File: src/rtl/gen_fifo_ctrl_mch_top.sv
// gen_fifo_ctrl_mch_top
// Multi-channel FIFO controller. CH_N logical FIFOs share one single-write,
// single-read memory. Each channel has a run-time base address and depth.
// The block tracks per-channel pointers and occupancy and drives the shared
// memory write and read addresses.
//
// Ports:
//   clk, rst          clock, synchronous active-high reset
//   cfg_base          per-channel base address   [c*ADDR_W +: ADDR_W]
//   cfg_size          per-channel depth (0 = off) [c*CNT_W +: CNT_W]
//   cfg_af_th/ae_th   almost-full (>=) / almost-empty (<=) thresholds
//   clr               per-channel clear; it wins over push/pop to that channel
//   push/push_ch      write request and target channel
//   pop/pop_ch        read request and target channel
//   wr_en/wr_addr     memory write strobe/address (combinational)
//   rd_en/rd_addr     memory read strobe/address (combinational)
//   sts_*             per-channel occupancy and status (from registered count)
//   err_ovfl/udfl     rejected push/pop this cycle
//   err_sticky        per-channel sticky error flag
module gen_fifo_ctrl_mch_top #(
    parameter  int unsigned CH_N   = 4,
    parameter  int unsigned PTR_W  = 4,
    localparam int unsigned CH_W   = $clog2(CH_N),
    localparam int unsigned CNT_W  = PTR_W + 1,
    localparam int unsigned ADDR_W = PTR_W + CH_W
) (
    input  logic                    clk,
    input  logic                    rst,
    input  logic [CH_N*ADDR_W-1:0]  cfg_base,
    input  logic [CH_N*CNT_W-1:0]   cfg_size,
    input  logic [CH_N*CNT_W-1:0]   cfg_af_th,
    input  logic [CH_N*CNT_W-1:0]   cfg_ae_th,
    input  logic [CH_N-1:0]         clr,
    input  logic                    push,
    input  logic [CH_W-1:0]         push_ch,
    input  logic                    pop,
    input  logic [CH_W-1:0]         pop_ch,
    output logic                    wr_en,
    output logic [ADDR_W-1:0]       wr_addr,
    output logic                    rd_en,
    output logic [ADDR_W-1:0]       rd_addr,
    output logic [CH_N*CNT_W-1:0]   sts_count,
    output logic [CH_N-1:0]         sts_full,
    output logic [CH_N-1:0]         sts_af,
    output logic [CH_N-1:0]         sts_ae,
    output logic [CH_N-1:0]         sts_empty,
    output logic                    err_ovfl,
    output logic                    err_udfl,
    output logic [CH_N-1:0]         err_sticky
);

    // Per-channel state
    logic [PTR_W-1:0] wr_ptr_q [CH_N];
    logic [PTR_W-1:0] wr_ptr_d [CH_N];
    logic [PTR_W-1:0] rd_ptr_q [CH_N];
    logic [PTR_W-1:0] rd_ptr_d [CH_N];
    logic [CNT_W-1:0] count_q  [CH_N];
    logic [CNT_W-1:0] count_d  [CH_N];
    logic [CH_N-1:0]  err_sticky_q;
    logic [CH_N-1:0]  err_sticky_d;

    // Unpacked configuration
    logic [ADDR_W-1:0] base_c  [CH_N];
    logic [CNT_W-1:0]  size_c  [CH_N];
    logic [CNT_W-1:0]  af_th_c [CH_N];
    logic [CNT_W-1:0]  ae_th_c [CH_N];

    // Selected-channel views for the push and pop ports
    logic              push_full_c;
    logic              pop_empty_c;
    logic [ADDR_W-1:0] wr_base_c;
    logic [ADDR_W-1:0] rd_base_c;
    logic [PTR_W-1:0]  wr_ptr_sel_c;
    logic [PTR_W-1:0]  rd_ptr_sel_c;
    logic              push_acc_c;
    logic              pop_acc_c;
    logic [CH_N-1:0]   push_hit_c;
    logic [CH_N-1:0]   pop_hit_c;
    logic [CH_N-1:0]   ovfl_hit_c;
    logic [CH_N-1:0]   udfl_hit_c;

    // Advance a pointer, wrapping after size-1; compare at CNT_W so a full
    // 2^PTR_W depth wraps from all-ones to zero.
    function automatic logic [PTR_W-1:0] ptr_inc(input logic [PTR_W-1:0] p,
                                                 input logic [CNT_W-1:0] sz);
        if (CNT_W'(p) == (sz - CNT_W'(1))) begin
            return '0;
        end
        return p + PTR_W'(1);
    endfunction

    // Configuration unpack
    always_comb begin
        for (int c = 0; c < int'(CH_N); c++) begin
            base_c[c]  = cfg_base[c*ADDR_W +: ADDR_W];
            size_c[c]  = cfg_size[c*CNT_W +: CNT_W];
            af_th_c[c] = cfg_af_th[c*CNT_W +: CNT_W];
            ae_th_c[c] = cfg_ae_th[c*CNT_W +: CNT_W];
        end
    end

    // Status from registered occupancy; a size-0 channel reads full and empty
    always_comb begin
        sts_count = '0;
        sts_full  = '0;
        sts_af    = '0;
        sts_ae    = '0;
        sts_empty = '0;
        for (int c = 0; c < int'(CH_N); c++) begin
            sts_count[c*CNT_W +: CNT_W] = count_q[c];
            sts_full[c]  = (count_q[c] == size_c[c]);
            sts_empty[c] = (count_q[c] == '0);
            sts_af[c]    = (count_q[c] >= af_th_c[c]);
            sts_ae[c]    = (count_q[c] <= ae_th_c[c]);
        end
    end

    // Channel select; an index beyond CH_N-1 looks full and empty
    always_comb begin
        push_full_c  = 1'b1;
        pop_empty_c  = 1'b1;
        wr_base_c    = '0;
        rd_base_c    = '0;
        wr_ptr_sel_c = '0;
        rd_ptr_sel_c = '0;
        for (int c = 0; c < int'(CH_N); c++) begin
            if (push_ch == CH_W'(c)) begin
                push_full_c  = sts_full[c];
                wr_base_c    = base_c[c];
                wr_ptr_sel_c = wr_ptr_q[c];
            end
            if (pop_ch == CH_W'(c)) begin
                pop_empty_c  = sts_empty[c];
                rd_base_c    = base_c[c];
                rd_ptr_sel_c = rd_ptr_q[c];
            end
        end
    end

    // Acceptance uses current status only; no same-cycle push/pop bypass
    always_comb begin
        push_acc_c = push & ~push_full_c;
        pop_acc_c  = pop & ~pop_empty_c;
        wr_en      = push_acc_c;
        rd_en      = pop_acc_c;
        err_ovfl   = push & push_full_c;
        err_udfl   = pop & pop_empty_c;
        wr_addr    = wr_base_c + ADDR_W'(wr_ptr_sel_c);
        rd_addr    = rd_base_c + ADDR_W'(rd_ptr_sel_c);
        err_sticky = err_sticky_q;
    end

    // Per-channel decode of this cycle's events
    always_comb begin
        push_hit_c = '0;
        pop_hit_c  = '0;
        ovfl_hit_c = '0;
        udfl_hit_c = '0;
        for (int c = 0; c < int'(CH_N); c++) begin
            push_hit_c[c] = push_acc_c & (push_ch == CH_W'(c));
            pop_hit_c[c]  = pop_acc_c  & (pop_ch  == CH_W'(c));
            ovfl_hit_c[c] = err_ovfl   & (push_ch == CH_W'(c));
            udfl_hit_c[c] = err_udfl   & (pop_ch  == CH_W'(c));
        end
    end

    // Next-state: clr dominates; count holds when push and pop both land
    always_comb begin
        err_sticky_d = err_sticky_q;
        for (int c = 0; c < int'(CH_N); c++) begin
            wr_ptr_d[c] = wr_ptr_q[c];
            rd_ptr_d[c] = rd_ptr_q[c];
            count_d[c]  = count_q[c];
            if (clr[c]) begin
                wr_ptr_d[c]     = '0;
                rd_ptr_d[c]     = '0;
                count_d[c]      = '0;
                err_sticky_d[c] = 1'b0;
            end else begin
                if (push_hit_c[c]) begin
                    wr_ptr_d[c] = ptr_inc(wr_ptr_q[c], size_c[c]);
                end
                if (pop_hit_c[c]) begin
                    rd_ptr_d[c] = ptr_inc(rd_ptr_q[c], size_c[c]);
                end
                case ({push_hit_c[c], pop_hit_c[c]})
                    2'b10:   count_d[c] = count_q[c] + CNT_W'(1);
                    2'b01:   count_d[c] = count_q[c] - CNT_W'(1);
                    default: count_d[c] = count_q[c];
                endcase
                if (ovfl_hit_c[c] || udfl_hit_c[c]) begin
                    err_sticky_d[c] = 1'b1;
                end
            end
        end
    end

    // State registers
    always_ff @(posedge clk) begin
        if (rst) begin
            err_sticky_q <= '0;
            for (int c = 0; c < int'(CH_N); c++) begin
                wr_ptr_q[c] <= '0;
                rd_ptr_q[c] <= '0;
                count_q[c]  <= '0;
            end
        end else begin
            err_sticky_q <= err_sticky_d;
            for (int c = 0; c < int'(CH_N); c++) begin
                wr_ptr_q[c] <= wr_ptr_d[c];
                rd_ptr_q[c] <= rd_ptr_d[c];
                count_q[c]  <= count_d[c];
            end
        end
    end

endmodule

File: config.mk
export PLATFORM = sky130hd
export DESIGN_NAME = gen_fifo_ctrl_mch_top
export DESIGN_NICKNAME = d
export VERILOG_FILES = /design/src/rtl/gen_fifo_ctrl_mch_top.sv
export SDC_FILE = /design/constraint.sdc
export NUM_CORES = 1
export LEC_CHECK = 0
export CAP_MARGIN = 20
export CORE_ASPECT_RATIO = 1.1
export CORE_MARGIN = 10
export CORE_UTILIZATION = 55
export DETAILED_ROUTE_END_ITERATION = 7
export PLACE_DENSITY = 0.88
export SLEW_MARGIN = 15
export SYNTH_ARGS = -nofsm -noshare
export SYNTH_HDL_FRONTEND = slang
export SYNTH_SLANG_ARGS = --single-unit
File: constraint.sdc
create_clock -name clk -period 10.52 [get_ports clk]
set_input_delay 3.156 -clock clk [delete_from_list [all_inputs] [get_ports clk]]
set_output_delay 3.156 -clock clk [all_outputs]
set_load 0.005 [all_outputs]
==> impl.org, run 1 <==
** Status
- The run finished with clean final reports.

** Logic synthesis
- Proportion of register bits with asynchronous set or reset after synthesis :: 0%
- Of the synthesized area, sequential elements account for 18.85%.
- Multiplexer area fraction after synthesis :: 9.678%
- Counting every net in the synthesized netlist gives 868.
- Summing the areas of all and, or, nand and nor instances in the mapped netlist gives 19.88% of the synthesized area.
- Synthesis handed over a netlist of 690 instances.
- Counting flops and latches in the post-synthesis netlist gives 56.
- Mean area per synthesized cell :: 8.619 sq um
- Combinational family with the most area after synthesis :: simple AND/OR/NAND/NOR gates
- Synth Area in Adders :: 18.01%
- The cell area that synthesis handed to floorplanning was 5947 sq um.
- The synthesized netlist devotes 12.67% of its cell area to XOR and XNOR gates.
- After synthesis, the netlist uses 55 different library cells.
- In this run, synthesis inferred 0 flip-flops with an integrated enable.
- Synth Flop Type :: dfxtp_1
- Post-synthesis compound-gate area fraction :: 14.26%
- Yosys Warn Count :: 0

** Clock tree
- Resized cells post-CTS :: 0
- TritonCTS built the clock tree.
- Number of buffers added for setup after CTS :: 0
- Buffers inserted to repair hold after CTS numbered 0.
- The H-tree generated during clock tree synthesis spans 2 levels.
- The cell sitting at the root of the clock tree is a clkbuf_16.
- TritonCTS created 5 clock buffers.
- Clock-pin slew was measured on the worst setup and hold paths at 0.07 ns.
- In this run the deepest clock path goes through 2 buffers.
- Clock tree synthesis found a total of 56 sinks.
- Clock latency on the worst-skew pair, taken at its later pin, is 0.30 ns.

** Finish
- Compared with the post-synthesis result, the final layout area differs by 28.40%.
- Final design utilization :: 72.78%
- Layout net count :: 997
- Proportion of layout cells with a drive suffix above 1 :: 5.488%
- Final cell area excluding filler cells :: 7636 sq um
- Once layout is complete, the cells apart from fillers number 963.
- 0 antenna diodes ended up in the layout.

** Routing
- Detailed routing placed a total of 9116 um of wire on met2.
- For this run, design rule violations remaining after detail routing come to 0.
- Via count :: 5599
- Via/cell ratio :: 5.814
- Routed length on met3 :: 1398 um
- The detail route stage leaves a number of antenna-violating nets equal to 0.
- 1st-pass router iterations :: 5
- Wire length reported by the detailed router :: 18000 um
- The first routing iteration left 499 violations.
- Wire length on met1 :: 7113 um
- Topmost layer with routed signal wires :: met4
- Detail-routed net length per standard cell :: 18.69 um

** Setup path
- Kind of critical path :: in2out
- STA classifies the critical path endpoint as an output port.
- Arr. time, crit path :: 6.39 ns
- Critical path fanouts, max :: 12
- At the worst endpoint, the required time is 7.36 ns.
- Crit start category :: primary input

** Floorplan
- During I/O placement, the number of pins put on the boundary was 152.
- The core region is 10490 sq um.
- Die outline area :: 15380 sq um
- The floorplan has 39 rows.
- The initial utilization of the core area, before any placement, comes to 56.68%.
- The floorplan step set the die width to 119.1 um.
- The die is 129.1 um tall.

** Placed design
- Final RePlAce weighted congestion :: 0.9933
- In this run the cell area measured after placement is 7490 sq um.
- Number of cells in the design after placement :: 955
- During placement, the flow inserted port buffers numbering 151.
- Detailed placement finished with a half-perimeter wire length of 14950 um.

** GRT
- The number of global-route vias before repair came to 5693.
- For this run the aggregate overflow at the end of global routing stands at 0.
- First-pass GRT wire length :: 29040 um
- Pin count of the biggest net entering global routing :: 17
- Number of antenna violations at the first check in global routing :: 0
- In the global route stage, overall resource usage came out at 22.78%.

** Timing
- Setup violation total in the final timing report :: 0
- For the final routed database, the setup TNS stands at 0 ns.
- The clock period could shrink to 9.549 ns.
- Final-report hold violation count :: 0
- The number of max-slew violations in the final report came to 0.
- Max-slew headroom at the worst pin :: 47.98%
- The worst path uses 90.77% of the clock period.
- At the pin with the least slew margin, the transition time is 0.7682 ns.
- Derived from the worst setup path, the maximum achievable clock frequency is 0.1047 GHz.
- Clock skew after layout :: 0.004634 ns
- Setup repair after global routing left no endpoint under its margin.

** Pwr
- In this run the static leakage power is 3.292 nW.
- Total power divided by cell area :: 70.74 nW/um^2
- Across the VDD grid, the largest voltage drop is 57.90 uV.
- Power comes to 0.5402 mW.

** Flow run
- Max-cap violations :: 0

** Hold path
- The tightest min-delay check is of the reg2reg type.
[flip-flops by register name (all words and copies together) (netlist names)]
| signal | count |
|---|---|
| rd_ptr_q | 16 |
| err_sticky | 4 |
| wr_ptr_q | 16 |
| count_q | 20 |
[cells by family after synthesis]
group | after synthesis
adder cells (fa/ha/maj) | 82
flip-flops | 56
buffers and inverters | 93
XOR/XNOR | 86
AO/OA/AOI/OAI | 125
multiplexers | 30
AND/OR/NAND/NOR | 218
[power breakdown]
| group | internal (mW) | switching, mW |
|---|---|---|
| logic | 0.0852 | 0.0672 |
| clock network | 0.0953 | 0.0771 |
| registers | 0.213 | 0.00231 |
| total | 0.394 | 0.147 |
[critical path, cell delays in order]
cell	delay, ns
clkdlybuf4s50_1	0.84
buf_4	0.28
mux4_2	0.51
ha_1	0.35
a21oi_1	0.23
nor2b_1	0.07
o21ai_0	0.21
xnor2_1	0.19
clkdlybuf4s50_1	0.55
[cells in the mapped netlist, types with 2 or more instances]
cell type / number / area, sq um
and2_1: 5 / 31.28
fa_1: 6 / 120.1
or4_1: 6 / 45.04
nor2b_1: 17 / 106.4
o31ai_1: 5 / 37.54
nand3_1: 28 / 140.1
a21o_1: 24 / 180.2
xnor2_1: 38 / 332.8
nand4b_1: 4 / 35.03
mux2i_1: 8 / 80.08
and3_1: 4 / 25.02
buf_6: 3 / 33.78
o21a_1: 12 / 90.09
nand2b_1: 14 / 87.58
nor4b_1: 3 / 26.28
buf_4: 2 / 15.01
nand4_1: 7 / 43.79
a31oi_1: 10 / 62.56
or2_2: 4 / 25.02
and2_4: 2 / 17.52
nand3b_1: 12 / 90.09
o311ai_2: 2 / 32.53
dfxtp_1: 56 / 1121
o22ai_1: 4 / 25.02
o21ai_0: 10 / 50.05
or3b_2: 2 / 17.52
nand2_1: 21 / 78.83
mux4_2: 22 / 495.5
o211a_1: 2 / 20.02
and4_1: 2 / 17.52
clkbuf_1: 13 / 48.80
o21bai_1: 2 / 15.01
xor2_1: 48 / 420.4
clkbuf_2: 5 / 25.02
ha_1: 76 / 950.9
a21oi_1: 43 / 215.2
a21boi_0: 3 / 22.52
inv_1: 62 / 232.7
nor2_1: 51 / 191.4
buf_2: 8 / 40.04
nor3_1: 30 / 150.1
[layout by cell type (no fill, tap or decap), drive strengths merged, types with 7 or more instances in the layout]
| master | netlist | routed |
|---|---|---|
| and2 | 7 | 7 |
| mux4 | 22 | 22 |
| nor3 | 30 | 30 |
| mux2i | 8 | 8 |
| inv | 62 | 62 |
| nand2 | 21 | 21 |
| a21o | 24 | 24 |
| clkdlybuf4s50 | 0 | 151 |
| nand4 | 7 | 7 |
| xor2 | 48 | 48 |
| nor2 | 52 | 52 |
| nand2b | 14 | 14 |
| xnor2 | 38 | 38 |
| nand3b | 12 | 12 |
| clkbuf | 18 | 8 |
| nand3 | 28 | 28 |
| or4 | 7 | 7 |
| dfxtp | 56 | 56 |
| o21ai | 10 | 10 |
| a21oi | 43 | 43 |
| ha | 76 | 76 |
| nor2b | 17 | 17 |
| o21a | 12 | 12 |
| a31oi | 10 | 10 |
[cell type report]
cell class	count	area (sq um)
multi-input cells	541	4431
flip-flops and latches	56	1121
well taps	143	178.9
fillers	788	2855
inverters	62	232.7
repair buffers	153	1526
clock buffers	8	146.4
[layer usage]
| metal | vias to the layer above | track usage [%] |
|---|---|---|
| met3 | 32 | 5.126 |
| li1 | 2694 | - |
| met2 | 240 | 40.90 |
| met4 | 0 | 6.183 |
| met5 | - | 0 |
| met1 | 2633 | 26.79 |
[worst paths after layout]
| kind | start | end | slack, ns | cells after the start |
|---|---|---|---|---|
| max reg2reg | count_q[2][0] | count_q[2][4] | 7.09 | 11 |
| min | err_sticky[2] | err_sticky[2] | 0.52 | 2 |
| max | pop_ch[0] | rd_addr[5] | 0.97 | 9 |
| min reg2reg | err_sticky[2] | err_sticky[2] | 0.52 | 2 |
[metrics by stage]
stage | setup slack [ns] | hold WS, ns
final | 0.9706 | 0.5206
after global routing | 0.7305 | 0.5577
after CTS | 0.9788 | 0.5153
after detailed placement | 1.014 | 0.5058
after global placement | 1.054 | 0.5086
after floorplan | 2.103 | 0.4824
Power figures use the tool's default switching activity.
==> run 2: changes to the inputs <==
- CORE_MARGIN: 10 -> unset
==> run 2 against run 1 <==
Compared with the run above:
- register-to-register slack better by 0.04 ns
- worst hold slack better by 0.010 ns
- cell area unchanged
- count of clock-buffer cells in the layout down 3
- sequential power about the same
- clock skew up 0.00087 ns
- total power down 0.37%
- sequential cell count unchanged
- worst setup slack worse by 0.22 ns
==> impl.org, run 2 (same netlist as run 1, synthesis figures left out) <==
** Routing
- Via/cell ratio :: 5.900 (+1.5%)
- The iteration count of the initial detailed-routing pass is 4 (-1).
- The mean routed wirelength per cell came to 17.50 um (-6.4%).
- The number of remaining DRC errors came to 0 (unchanged).
- The total wirelength of the detailed-routed design was 16860 um (-6.4%).
- Count of nets left with antenna violations after detail routing :: 0 (unchanged)
- Via count :: 5682 (+1.5%)
- Initial drt markers :: 313 (-37%)

** Pwr
- The clock network fraction of design power was 31.8% (about the same).
- The power density relative to cell area is 70.48 nW/um^2 (-0.37%).
- Total power after layout :: 0.5382 mW (-0.37%)
- The net switching power of the design came to 0.1510 mW (+3.0%).
- Fraction of power consumed by combinational cells :: 28.2% (about the same)
- The cell-internal power was 0.3872 mW (-1.6%).
- The maximum ir drop on the vdd rail is 75.56 uV (+31%).
- Proportion of total power due to net switching :: 28.06% (+0.93 points)
- Share of power burned in registers :: 40.0% (about the same)
- Static leakage :: 3.291 nW (about the same)

** Timing
- Final Cycle Share :: 92.83% (+2.1 points)
- The number of setup violations in the final report is 0 (unchanged).
- Max-slew headroom at the worst pin :: 48.55% (+0.58 points)
- The clock tree skew after final layout came to 0.005506 ns (+0.0008724 ns).
- The hold violation count in the final report was 0 (unchanged).
- Period minus WS final :: 9.766 ns (+0.2167 ns)
- Slew of the pin with the lowest slew margin :: 0.7693 ns (+0.001048 ns)
- Setup repair after global routing left no endpoint under its margin.
- Number of max-slew violations in the final report :: 0 (unchanged)
- The final sum of negative setup slack was 0 ns (unchanged).
- The highest achievable clock rate came to 0.1024 GHz (-2.2%).

** Clock tree
- TritonCTS built the clock tree.
- Clock buffer depth :: 2 (unchanged)
- Sinks on the clock net :: 56 (unchanged)
- Clock root buffer master :: clkbuf_16
- CTS buffer count :: 5 (unchanged)
- The number of H-tree levels came to 2 (unchanged).
- The number of buffers inserted by hold repair at cts is 0 (unchanged).
- CTS clock-pin slew for the worst setup and hold paths :: 0.07 ns (about the same)
- The clock insertion delay at the later pin of the skew report is 0.30 ns (about the same).
- Number of buffers added for setup after CTS :: 0 (unchanged)
- The post-cts resize count is 0 (unchanged).

** GRT
- The total congestion overflow after global routing was 0 (unchanged).
- The initial antenna violation count was 0 (unchanged).
- First-pass GRT wire length :: 27660 um (-4.8%)
- The pin count of the biggest net entering global routing was 19 (+2).
- All-layer global routing usage :: 30.75% (+8.0 points)
- The number of global-route vias before repair was 5824 (+2.3%).

** Setup path
- The setup slack of the worst register-to-register path was 7.13 ns (+0.04 ns).
- The critical path data arrival time is 6.61 ns (+0.22 ns).
- STA classifies the critical path startpoint as a primary input.
- The top fanout value on the critical path was 12 (unchanged).
- Crit path capture type :: output port
- WP data required :: 7.36 ns (about the same)
- Kind of critical path :: in2out

** Finish
- Total inserted antenna cells :: 0 (unchanged)
- The share of post-route cells with drive strength above 1 was 5.732% (+0.24 points).
- Signed area change from the synthesized netlist to the final layout :: 28.40% (unchanged)
- Registers with the most flip-flops :: count_q (20), rd_ptr_q (16), wr_ptr_q (16)
- Top register by number of flip-flops :: count_q
- Most common cell after layout, fill and taps aside :: clkdlybuf4s50_1
- The library cells used most frequently in the layout, excluding fill and tap cells, are 151 x clkdlybuf4s50_1, 76 x ha_1, 62 x inv_1.
- Layout net count :: 997 (unchanged)
- Flip-flop count of the largest register after layout :: 20 (unchanged)
- Filler cell count :: 794 (+0.76%)

** Floorplan
- The die span in y is 111.1 um (-14%).
- The number of cell rows came to 39 (unchanged).
- The I/O pin count came to 152 (unchanged).
- Die outline area :: 11230 sq um (-27%)
- Die X-Extent :: 101.1 um (-15%)
- Initial cell density of the core :: 56.95% (+0.26 points)
- The core footprint came to 10440 sq um (-0.47%).

** Placed design
- The final weighted congestion in routability-driven placement came to 0.9070 (-8.7%).
- HPWL after detailed placement :: 13740 um (-8.1%)
- Number of buffers added on ports :: 151 (unchanged)

** Status
- The flow ran to the end, and the final reports show no timing, DRC or antenna violations.

** Flow run
- The reported max-cap violation count was 0 (unchanged).

** Hold path
- The path class of the tightest hold or removal check is reg2reg.
[run 2: cell count changes in the layout (fill, tap and decap cells not counted)]
cell,before,now
clkinvlp_4,0,1
clkinv_2,0,1
clkbuf_8,1,0
inv_6,0,1
clkbuf_1,2,0
[run 2: through the flow]
| stage | hold slack, ns | cell area [sq um] | setup WS (ns) | instances | utilization [%] |
|---|---|---|---|---|---|
| floorplan | 0.4824 | 5947 | 2.103 | 690 | - |
| finish | 0.5306 | 7636 | 0.7540 | 963 | 73.12 |
| global placement | 0.5066 | 7490 | 0.9693 | 955 | 71.72 |
| detailed placement | 0.5191 | 7490 | 0.8646 | 955 | 71.72 |
| CTS | 0.5332 | 7636 | 0.8313 | 963 | 73.12 |
| global route | 0.5543 | 7636 | 0.6036 | 963 | 73.12 |
[run 2: layout make-up]
type / count / area (sq um) / area share, %
clock buffer: 5 / 125.1 / 1.639
clock inverter: 3 / 21.27 / 0.2786
inverter: 62 / 232.7 / 3.048
multi-input combinational: 541 / 4431 / 58.02
sequential: 56 / 1121 / 14.68
tap: 143 / 178.9 / 2.343
timing repair buffer: 153 / 1526 / 19.99
[run 2: routing by layer]
layer / global-route usage [%] / routed length, um / part of all wire [%]
met5: 0 / 0 / 0
met1: 36.25 / 6476 / 38
met4: 11.40 / 521 / 3.1
met3: 4.351 / 1328 / 7.9
met2: 55.46 / 8528 / 51
[run 2: path summary, 6_finish.rpt]
check,from,endpoint,cells past startpoint
setup / recovery,push_ch[0],wr_addr[5],9
hold / removal,err_sticky[2],err_sticky[2],2
setup reg to reg,count_q[2][1],count_q[2][4],11
hold reg to reg,err_sticky[2],err_sticky[2],2
[run 2: worst max-delay path: stages]
cell and delay (ns):
clkdlybuf4s50_1 0.93, mux4_2 0.64, ha_1 0.31, a21o_1 0.16, a21oi_1 0.39, nor2b_1 0.11, o21ai_0 0.23, xnor2_1 0.15
clkdlybuf4s50_1 0.52
[run 2: power groups by stage]
stage	combinational, mW	sequential (mW)	clock, mW
2_1_floorplan	0.0792	0.219	0
3_3_place_gp	0.145	0.220	0
3_5_place_dp	0.151	0.220	0
4_1_cts	0.151	0.215	0.172
5_1_grt	0.165	0.215	0.179
6_report	0.152	0.215	0.171
==> run 3: changes to the inputs <==
- CAP_MARGIN: 20 -> 40
==> results of run 3 <==
No change in the layout: final DEF, timing and power equal those of run 2.
